[src/rtl/mem_port_arbiter_if.sv]
// Signal bundle between the IF/MEM pipeline stages, the shared memory bus
// and the stall controls. master = arbiter view, slave = pipeline/bus view.
interface mem_port_arbiter_if #(
  parameter int ADDR_W = 32,
  parameter int DATA_W = 32
);
  logic                  if_req;
  logic [ADDR_W-1:0]     if_addr;
  logic                  if_valid;
  logic [DATA_W-1:0]     if_rdata;

  logic                  dm_req;
  logic                  dm_we;
  logic [ADDR_W-1:0]     dm_addr;
  logic [DATA_W-1:0]     dm_wdata;
  logic [DATA_W/8-1:0]   dm_be;
  logic                  dm_valid;
  logic [DATA_W-1:0]     dm_rdata;

  logic                  mem_req;
  logic                  mem_we;
  logic [ADDR_W-1:0]     mem_addr;
  logic [DATA_W-1:0]     mem_wdata;
  logic [DATA_W/8-1:0]   mem_be;
  logic                  mem_ready;
  logic                  mem_rvalid;
  logic [DATA_W-1:0]     mem_rdata;

  logic                  PCwrite;
  logic                  IF_IDwrite;
  logic                  mem_stall;
  logic                  timeout_err;

  modport master (
    input  if_req, if_addr,
    input  dm_req, dm_we, dm_addr, dm_wdata, dm_be,
    input  mem_ready, mem_rvalid, mem_rdata,
    output if_valid, if_rdata, dm_valid, dm_rdata,
    output mem_req, mem_we, mem_addr, mem_wdata, mem_be,
    output PCwrite, IF_IDwrite, mem_stall, timeout_err
  );

  modport slave (
    output if_req, if_addr,
    output dm_req, dm_we, dm_addr, dm_wdata, dm_be,
    output mem_ready, mem_rvalid, mem_rdata,
    input  if_valid, if_rdata, dm_valid, dm_rdata,
    input  mem_req, mem_we, mem_addr, mem_wdata, mem_be,
    input  PCwrite, IF_IDwrite, mem_stall, timeout_err
  );
endinterface

[src/rtl/mem_port_arbiter.sv]
// Arbitrates the single memory port between instruction fetch and data access,
// one transaction at a time, with bus timeout and pipeline stall generation.
module mem_port_arbiter #(
  parameter int ADDR_W   = 32,
  parameter int DATA_W   = 32,
  parameter int MAX_WAIT = 15
) (
  input  logic               clk,
  input  logic               rst_n,
  mem_port_arbiter_if.master bus
);
  localparam int BE_W  = DATA_W / 8;
  localparam int CNT_W = $clog2(MAX_WAIT + 1);
  localparam logic [CNT_W-1:0] CNT_MAX = CNT_W'(MAX_WAIT);

  typedef enum logic [1:0] {IDLE, WAIT_ACC, WAIT_RESP} state_e;
  typedef enum logic {OWN_IF, OWN_DM} owner_e;

  state_e              state_q, state_d;
  owner_e              owner_q, owner_d;
  logic [ADDR_W-1:0]   addr_q, addr_d;
  logic                we_q, we_d;
  logic [DATA_W-1:0]   wdata_q, wdata_d;
  logic [BE_W-1:0]     be_q, be_d;
  logic [CNT_W-1:0]    cnt_q, cnt_d;
  logic                terr_q, terr_d;

  logic                rsp_done;
  logic                tmo_hit;
  logic                xfer_end;
  logic                if_done;
  logic                dm_done;

  // A real response on the timeout cycle wins over the abort.
  assign rsp_done = (state_q == WAIT_RESP) && bus.mem_rvalid;
  assign tmo_hit  = (state_q != IDLE) && (cnt_q == CNT_MAX) && !rsp_done;
  assign xfer_end = rsp_done || tmo_hit;

  always_ff @(posedge clk or negedge rst_n) begin
    if (!rst_n) begin
      state_q <= IDLE;
      owner_q <= OWN_IF;
      addr_q  <= '0;
      we_q    <= 1'b0;
      wdata_q <= '0;
      be_q    <= '0;
      cnt_q   <= '0;
      terr_q  <= 1'b0;
    end else begin
      state_q <= state_d;
      owner_q <= owner_d;
      addr_q  <= addr_d;
      we_q    <= we_d;
      wdata_q <= wdata_d;
      be_q    <= be_d;
      cnt_q   <= cnt_d;
      terr_q  <= terr_d;
    end
  end

  // Data requests win a tie: they belong to the older instruction.
  always_comb begin
    state_d = state_q;
    owner_d = owner_q;
    addr_d  = addr_q;
    we_d    = we_q;
    wdata_d = wdata_q;
    be_d    = be_q;
    cnt_d   = cnt_q;
    terr_d  = terr_q | tmo_hit;
    case (state_q)
      IDLE: begin
        if (bus.dm_req) begin
          owner_d = OWN_DM;
          addr_d  = bus.dm_addr;
          we_d    = bus.dm_we;
          wdata_d = bus.dm_wdata;
          be_d    = bus.dm_be;
          cnt_d   = '0;
          state_d = WAIT_ACC;
        end else if (bus.if_req) begin
          owner_d = OWN_IF;
          addr_d  = bus.if_addr;
          we_d    = 1'b0;
          wdata_d = '0;
          be_d    = '1;
          cnt_d   = '0;
          state_d = WAIT_ACC;
        end
      end
      WAIT_ACC: begin
        cnt_d = cnt_q + CNT_W'(1);
        if (tmo_hit)            state_d = IDLE;
        else if (bus.mem_ready) state_d = WAIT_RESP;
      end
      WAIT_RESP: begin
        cnt_d = cnt_q + CNT_W'(1);
        if (xfer_end) state_d = IDLE;
      end
      default: state_d = IDLE;
    endcase
  end

  always_comb begin
    if_done         = xfer_end && (owner_q == OWN_IF);
    dm_done         = xfer_end && (owner_q == OWN_DM);
    bus.mem_req     = (state_q == WAIT_ACC);
    bus.mem_we      = (state_q == WAIT_ACC) && we_q;
    bus.mem_addr    = addr_q;
    bus.mem_wdata   = wdata_q;
    bus.mem_be      = be_q;
    bus.if_valid    = if_done;
    bus.dm_valid    = dm_done;
    bus.if_rdata    = (rsp_done && owner_q == OWN_IF) ? bus.mem_rdata : '0;
    bus.dm_rdata    = (rsp_done && owner_q == OWN_DM) ? bus.mem_rdata : '0;
    bus.mem_stall   = bus.dm_req && !dm_done;
    bus.PCwrite     = !((bus.if_req && !if_done) || (bus.dm_req && !dm_done));
    bus.IF_IDwrite  = bus.PCwrite;
    bus.timeout_err = terr_q;
  end
endmodule

[src/flat_wrapper.sv]
// flat-port wrapper written by rule: the top's interface ports become plain ports
module mem_port_arbiter_flat 
#(
  parameter int ADDR_W   = 32,
  parameter int DATA_W   = 32,
  parameter int MAX_WAIT = 15
)
  (clk, rst_n, bus_if_req, bus_if_addr, bus_dm_req, bus_dm_we, bus_dm_addr, bus_dm_wdata, bus_dm_be, bus_mem_ready, bus_mem_rvalid, bus_mem_rdata, bus_if_valid, bus_if_rdata, bus_dm_valid, bus_dm_rdata, bus_mem_req, bus_mem_we, bus_mem_addr, bus_mem_wdata, bus_mem_be, bus_PCwrite, bus_IF_IDwrite, bus_mem_stall, bus_timeout_err);
  mem_port_arbiter_if #(.ADDR_W(ADDR_W), .DATA_W(DATA_W)) bus_i ();
  input  logic clk;
  input  logic rst_n;
  input wire logic [$bits(bus_i.if_req)-1:0] bus_if_req;
  input wire logic [$bits(bus_i.if_addr)-1:0] bus_if_addr;
  input wire logic [$bits(bus_i.dm_req)-1:0] bus_dm_req;
  input wire logic [$bits(bus_i.dm_we)-1:0] bus_dm_we;
  input wire logic [$bits(bus_i.dm_addr)-1:0] bus_dm_addr;
  input wire logic [$bits(bus_i.dm_wdata)-1:0] bus_dm_wdata;
  input wire logic [$bits(bus_i.dm_be)-1:0] bus_dm_be;
  input wire logic [$bits(bus_i.mem_ready)-1:0] bus_mem_ready;
  input wire logic [$bits(bus_i.mem_rvalid)-1:0] bus_mem_rvalid;
  input wire logic [$bits(bus_i.mem_rdata)-1:0] bus_mem_rdata;
  output wire logic [$bits(bus_i.if_valid)-1:0] bus_if_valid;
  output wire logic [$bits(bus_i.if_rdata)-1:0] bus_if_rdata;
  output wire logic [$bits(bus_i.dm_valid)-1:0] bus_dm_valid;
  output wire logic [$bits(bus_i.dm_rdata)-1:0] bus_dm_rdata;
  output wire logic [$bits(bus_i.mem_req)-1:0] bus_mem_req;
  output wire logic [$bits(bus_i.mem_we)-1:0] bus_mem_we;
  output wire logic [$bits(bus_i.mem_addr)-1:0] bus_mem_addr;
  output wire logic [$bits(bus_i.mem_wdata)-1:0] bus_mem_wdata;
  output wire logic [$bits(bus_i.mem_be)-1:0] bus_mem_be;
  output wire logic [$bits(bus_i.PCwrite)-1:0] bus_PCwrite;
  output wire logic [$bits(bus_i.IF_IDwrite)-1:0] bus_IF_IDwrite;
  output wire logic [$bits(bus_i.mem_stall)-1:0] bus_mem_stall;
  output wire logic [$bits(bus_i.timeout_err)-1:0] bus_timeout_err;
  assign bus_i.if_req = bus_if_req;
  assign bus_i.if_addr = bus_if_addr;
  assign bus_i.dm_req = bus_dm_req;
  assign bus_i.dm_we = bus_dm_we;
  assign bus_i.dm_addr = bus_dm_addr;
  assign bus_i.dm_wdata = bus_dm_wdata;
  assign bus_i.dm_be = bus_dm_be;
  assign bus_i.mem_ready = bus_mem_ready;
  assign bus_i.mem_rvalid = bus_mem_rvalid;
  assign bus_i.mem_rdata = bus_mem_rdata;
  assign bus_if_valid = bus_i.if_valid;
  assign bus_if_rdata = bus_i.if_rdata;
  assign bus_dm_valid = bus_i.dm_valid;
  assign bus_dm_rdata = bus_i.dm_rdata;
  assign bus_mem_req = bus_i.mem_req;
  assign bus_mem_we = bus_i.mem_we;
  assign bus_mem_addr = bus_i.mem_addr;
  assign bus_mem_wdata = bus_i.mem_wdata;
  assign bus_mem_be = bus_i.mem_be;
  assign bus_PCwrite = bus_i.PCwrite;
  assign bus_IF_IDwrite = bus_i.IF_IDwrite;
  assign bus_mem_stall = bus_i.mem_stall;
  assign bus_timeout_err = bus_i.timeout_err;
  mem_port_arbiter #(.ADDR_W(ADDR_W), .DATA_W(DATA_W), .MAX_WAIT(MAX_WAIT)) u_core (.clk(clk), .rst_n(rst_n), .bus(bus_i));
endmodule
[config.mk]
export PLATFORM = sky130hd
export DESIGN_NAME = mem_port_arbiter_flat
export DESIGN_NICKNAME = d
export VERILOG_FILES = /design/src/rtl/mem_port_arbiter_if.sv /design/src/rtl/mem_port_arbiter.sv /design/src/flat_wrapper.sv
export SDC_FILE = /design/constraint.sdc
export NUM_CORES = 1
export LEC_CHECK = 0
export BUFFER_PORTS_ARGS = -buffer_cell sky130_fd_sc_hd__buf_4
export CORE_AREA = 5 5 106 108
export CTS_BUF_LIST = sky130_fd_sc_hd__clkbuf_16
export DETAILED_ROUTE_END_ITERATION = 8
export DIE_AREA = 0 0 111 113
export GPL_TIMING_DRIVEN = 0
export PLACE_DENSITY_LB_ADDON = 0.08
export SETUP_SLACK_MARGIN = 0.3
export SLEW_MARGIN = 10
export SYNTH_ARGS = -nofsm -noshare
export SYNTH_HDL_FRONTEND = slang
export SYNTH_SLANG_ARGS = --single-unit
[constraint.sdc]
create_clock -name clk -period 4.7 [get_ports clk]
set_clock_uncertainty 0.15 [all_clocks]
set_input_delay 0.47 -clock clk [delete_from_list [all_inputs] [get_ports clk]]
set_output_delay 0.47 -clock clk [all_outputs]
set_load 0.01 [all_outputs]
=== After elaboration in Yosys (flattened, before gate mapping) ===
Index checks and enable logic that the tools add are counted.

* Flip-flop bits (word level): 77
* Output and inout port bits: 140

* Add/subtract/negate cells: 1
* Eq/ne operators: 6
* Mux-type cells: 20
* Bitwise gates (word level): 2
* Reductions and logical operators: 24

{| class="wikitable"
|+ Operators with widths
! operator !! number
|-
| 32-bit two-way mux || 6
|-
| 4-bit two-way mux || 4
|-
| 1-bit logical AND || 10
|-
| 2-bit two-way mux || 5
|-
| 4-bit case mux with 2 select lines || 1
|-
| 2-bit case mux with 3 select lines || 1
|-
| 2-bit nonzero test || 3
|-
| 4-bit by 1-bit adder with 4-bit output, second input constant || 1
|-
| 4-bit == test, second input constant || 1
|-
| 1-bit logical NOT || 4
|-
| 2-bit AND reduction || 2
|-
| 1-bit two-way mux || 3
|-
| 3-bit by 2-bit inequality test with 1-bit output, second input constant || 1
|-
| 3-bit inequality test, second input constant || 1
|-
| 3-bit AND reduction || 1
|-
| 2-bit by 1-bit == test with 1-bit output, second input constant || 1
|-
| 2-bit == test, second input constant || 1
|-
| 2-bit logical NOT || 1
|-
| 1-bit logical OR || 2
|-
| 2-bit by 1-bit inequality test with 1-bit output, second input constant || 1
|-
| 2-bit OR reduction || 1
|-
| 1-bit NOT || 1
|-
| 1-bit bitwise OR || 1
|}

=== Longest topological paths before layout ===
* Depth in word-level cells: 10
* Gate-level depth with buffers: 7

=== Least setup slack after synthesis ===
OpenSTA, ideal clock, no wires.

* Path type: register -> output
* Start point: register u_core.state_q[0]
* End point: output port bus_PCwrite
* Arrival: 1614 ps
* Required time: 4080 ps
* Setup slack: 2466 ps
* Stages on the path, launching flop included: 8
* Cell sequence: dfrtp_1 > inv_1 > ha_1 > nand4b_4 > a21oi_1 > o21bai_1 > o21ai_0 > buf_4

* Cells in the longest elaborated chain, start to end: 10
* Elaborated cells between the ends (all ways): 15

{| class="wikitable"
|+ Ends and longest elaborated chain
! item !! line !! text
|-
| from (decl) || mem_port_arbiter.sv:19 || <nowiki>state_e state_q, state_d;</nowiki>
|-
| from (signal assigned) || mem_port_arbiter.sv:50 || <nowiki>state_q <= state_d;</nowiki>
|-
| 2-bit == test || mem_port_arbiter.sv:35 || <nowiki>assign rsp_done = (state_q == WAIT_RESP) && bus.mem_rvalid;</nowiki>
|-
| 1-bit logical AND || mem_port_arbiter.sv:35 ||
|-
| 1-bit logical NOT || mem_port_arbiter.sv:36 || <nowiki>assign tmo_hit = (state_q != IDLE) && (cnt_q == CNT_MAX) && !rsp_done;</nowiki>
|-
| 1-bit logical AND || mem_port_arbiter.sv:36 ||
|-
| 1-bit logical OR (*) || mem_port_arbiter.sv:37 || <nowiki>assign xfer_end = rsp_done || tmo_hit;</nowiki>
|-
| 1-bit logical AND (*) || mem_port_arbiter.sv:105 || <nowiki>if_done = xfer_end && (owner_q == OWN_IF);</nowiki>
|-
| named net bus_if_valid || flat_wrapper.sv:22 || <nowiki>output wire logic [$bits(bus_i.if_valid)-1:0] bus_if_valid;</nowiki>
|-
| 1-bit logical NOT (*) || mem_port_arbiter.sv:117 || <nowiki>bus.PCwrite = !((bus.if_req && !if_done) || (bus.dm_req && !dm_done));</nowiki>
|-
| 1-bit logical AND (*) || mem_port_arbiter.sv:117 ||
|-
| 1-bit logical OR (*) || mem_port_arbiter.sv:117 ||
|-
| 1-bit logical NOT (*) || mem_port_arbiter.sv:117 ||
|-
| to (decl) || flat_wrapper.sv:31 || <nowiki>output wire logic [$bits(bus_i.PCwrite)-1:0] bus_PCwrite;</nowiki>
|}

The timed path passes the listed nets; every way through them passes the cells marked *.

=== Worst setup path after layout ===
* Start point: register u_core.state_q[0]
* End point: output port bus_if_rdata[4]

* Cells in the longest elaborated chain, start to end: 4

{| class="wikitable"
|+ Ends and longest elaborated chain
! item !! line !! text
|-
| 2-bit == test || mem_port_arbiter.sv:35 ||
|-
| 1-bit logical AND || mem_port_arbiter.sv:35 ||
|-
| 1-bit logical AND || mem_port_arbiter.sv:114 || <nowiki>bus.if_rdata = (rsp_done && owner_q == OWN_IF) ? bus.mem_rdata : '0;</nowiki>
|-
| 32-bit two-way mux || mem_port_arbiter.sv:114 ||
|-
| to (decl) || flat_wrapper.sv:23 || <nowiki>output wire logic [$bits(bus_i.if_rdata)-1:0] bus_if_rdata;</nowiki>
|}

Every way passes these cells.

==> metrics <==
outcome completed; CP startpoint u_core.state_q[0]$_DFFE_PN0P_; Skew-Pair Late Insertion Delay 330 ps; DR iter-0 viols 143; post-synth cell types 31; RePlAce Congestion 0.861; register bit total from synthesis 77; fmax 0.360 GHz; combinational power share 47.2%; Syn Inst Count 436; n_diodes 0; post_cts resized 0; post-synth top area share 48.7%; Max Cap Viol 0; via/cell ratio 4.64; Leakage 3.57 nW; Crit Path Category reg2out; Setup Buffers After CTS 0; gr ovfl total 0; leading area contributor after synthesis dfrtp_1; CTS Sinks 77; hpwl dp 11.3 mm; Final nets 869; CTS Root Cell clkbuf_16; Synth warnings 0; gr usage total 21.6%; clock slew at reported path FFs 60 ps; slowest stage cell, crit path dfrtp_1; max-slew violations 0; Placement Rows 37; total power 3.53 mW; antenna violations before repair 0; clock power share 19.1%; Die Width 111 um; die height 113 um; crit path max fanout 10; Fillers 908; CTS tree done; Seq pwr share 33.7%; Buffers & Inverters on Critical Path 3; CP required 4080 ps; setup_tns 0 ps; PD cells 542 mW/mm2; Crit Reg-Reg Endpoint u_core.state_q[0]$_DFFE_PN0P_; sw frac 38.0%; reg-to-reg slack, setup 2720 ps; Initial Utilization 39.0%; number of global-route vias before repair 4,161; Slowest Stage Delay on Critical Path 390 ps; Sw Pwr 1.34 mW; period utilization 59.2%; Reg-to-Reg Start u_core.state_q[0]$_DFFE_PN0P_; wire length per cell 16.1 um; Critical Path, Cell by Cell inv_1, ha_1, nand2_1, nor2_1, clkbuf_1, and2_1, buf_4; WL final 13.9 mm; die area 0.0125 mm2; number of routed nets with antenna violations 0; Crit. End Element output port; Mean Syn Cell Area 9.08 um2; internal power 2.19 mW; DR pass1 iterations 4; Final min period 2780 ps; CTS H-tree depth 3; Top delay family on crit path simple AND/OR/NAND/NOR gates; layout cells sized above 1 43.2%; Least-Margin Pin Slew 950 ps; Final Setup Violations 0; deepest clock path buffer count 2; syn nets 580; R2R cell count 6; via count 4,017; Ports 279; Port Buffer Count 278; Peak supply drop 251 uV; cts hold-fix bufs 0; Mapped Area 0.00396 mm2; Startpoint Class flip-flop; WP data arrival 2160 ps; first-pass GRT wire length 21.9 mm; DR DRC count 0; synthesis-to-finish area growth 64.3%; Area contributors post-synth dfrtp_1 (49%), and2_1 (11%), nand2_1 (10%), mux2i_1 (8.6%), nand3_1 (4.3%); Num CTS Buffers 9; hold crit path type in2async; sequential share of the synthesized area 48.7%; Slew headroom 36.7%; Final Hold Vio Count 0; core area 0.0101 mm2; RSZ-0062 raised after global routing false; largest net degree at the start of global routing 78
## cell type report
class,count,area [um2],share of cell area [%]
Multi-Input combinational cell,322,1860,28.6
Clock inverter,6,63.8,0.981
Inverter,6,22.5,0.346
Buffer,31,145,2.23
Clock buffer,9,225,3.46
Tap cell,136,170,2.62
Sequential cell,77,1930,29.6
Timing Repair Buffer,278,2090,32.1
## worst max path at each step
stage | to | slack (ps) | cells after the start
after floorplan | bus_PCwrite | 2470 | 7
after global placement | bus_if_rdata[4] | 2290 | 7
after detailed placement | bus_if_rdata[4] | 2250 | 7
after CTS | bus_if_rdata[4] | 1900 | 7
after global routing | bus_if_rdata[4] | 1750 | 7
final | bus_if_rdata[4] | 1920 | 7
## power groups by stage
| stage | clock (mW) | sequential, mW | combinational, mW |
|---|---|---|---|
| floorplan | 0 | 1.31 | 0.684 |
| global placement | 0 | 1.18 | 1.66 |
| detailed placement | 0 | 1.19 | 1.70 |
| CTS | 0.688 | 1.19 | 1.70 |
| global route | 0.720 | 1.24 | 1.84 |
| finish | 0.672 | 1.19 | 1.66 |
## sequential cells by signal (all words and copies together), names as in the netlist
signal                  cells
u_core.cnt_q                4
u_core.bus.mem_addr        32
u_core.we_q                 1
u_core.state_q              2
u_core.owner_q              1
u_core.bus.timeout_err      1
u_core.bus.mem_be           4
u_core.bus.mem_wdata       32
## cells in the final DEF, fill, tap and decap left out, types with 8 or more instances in the layout
cell and count:
buf_2 11, dfrtp_1 77, o21ai_0 33, clkbuf_16 9, nand2_1 110, nand3_1 34, clkbuf_1 15, and2_1 67
mux2i_1 34, o21ai_1 8, buf_4 282
## stage by stage
step	instance area (um2)	hold slack (ps)	std cells	util, %	setup WS [ps]
after CTS	6500	186	865	64.1	1900
after detailed placement	6210	307	850	61.3	2250
final	6500	135	865	64.1	1920
after floorplan	3960	24.4	436	-	2470
after global routing	6500	222	865	64.1	1750
after global placement	6210	300	850	61.3	2290
## layer usage
metal,up-vias,track usage [%],wire length (um)
li1,2000,-,-
met5,-,0,0
met2,163,37.7,7010
met4,0,7.55,320
met3,20,5.29,951
met1,1834,26.1,5630
## synth_stat cells (all sizes together)
library cell  instances
and2b                 1
buf                  16
clkbuf               15
nand4                 1
o21ai                43
o211ai                1
mux2                  2
nor2                  2
a31oi                 1
dfrtp                77
mux2i                34
nand2               110
a22oi                 1
nand4b                1
xor2                  1
nor2b                 6
nand3                34
a21oi                 5
o22ai                 1
o21bai                3
ha                    5
inv                   6
nor3b                 1
and2                 67
nand3b                1
and3                  1
## kinds of logic after synthesis
family | synth area share, %
simple gates | 28.1
buf+inv | 4.24
flops | 48.7
compound gates | 7.90
xor+xnor | 0.221
mux | 9.26
fa+ha+maj | 1.58
No activity file was read; power rests on OpenSTA's default activity.
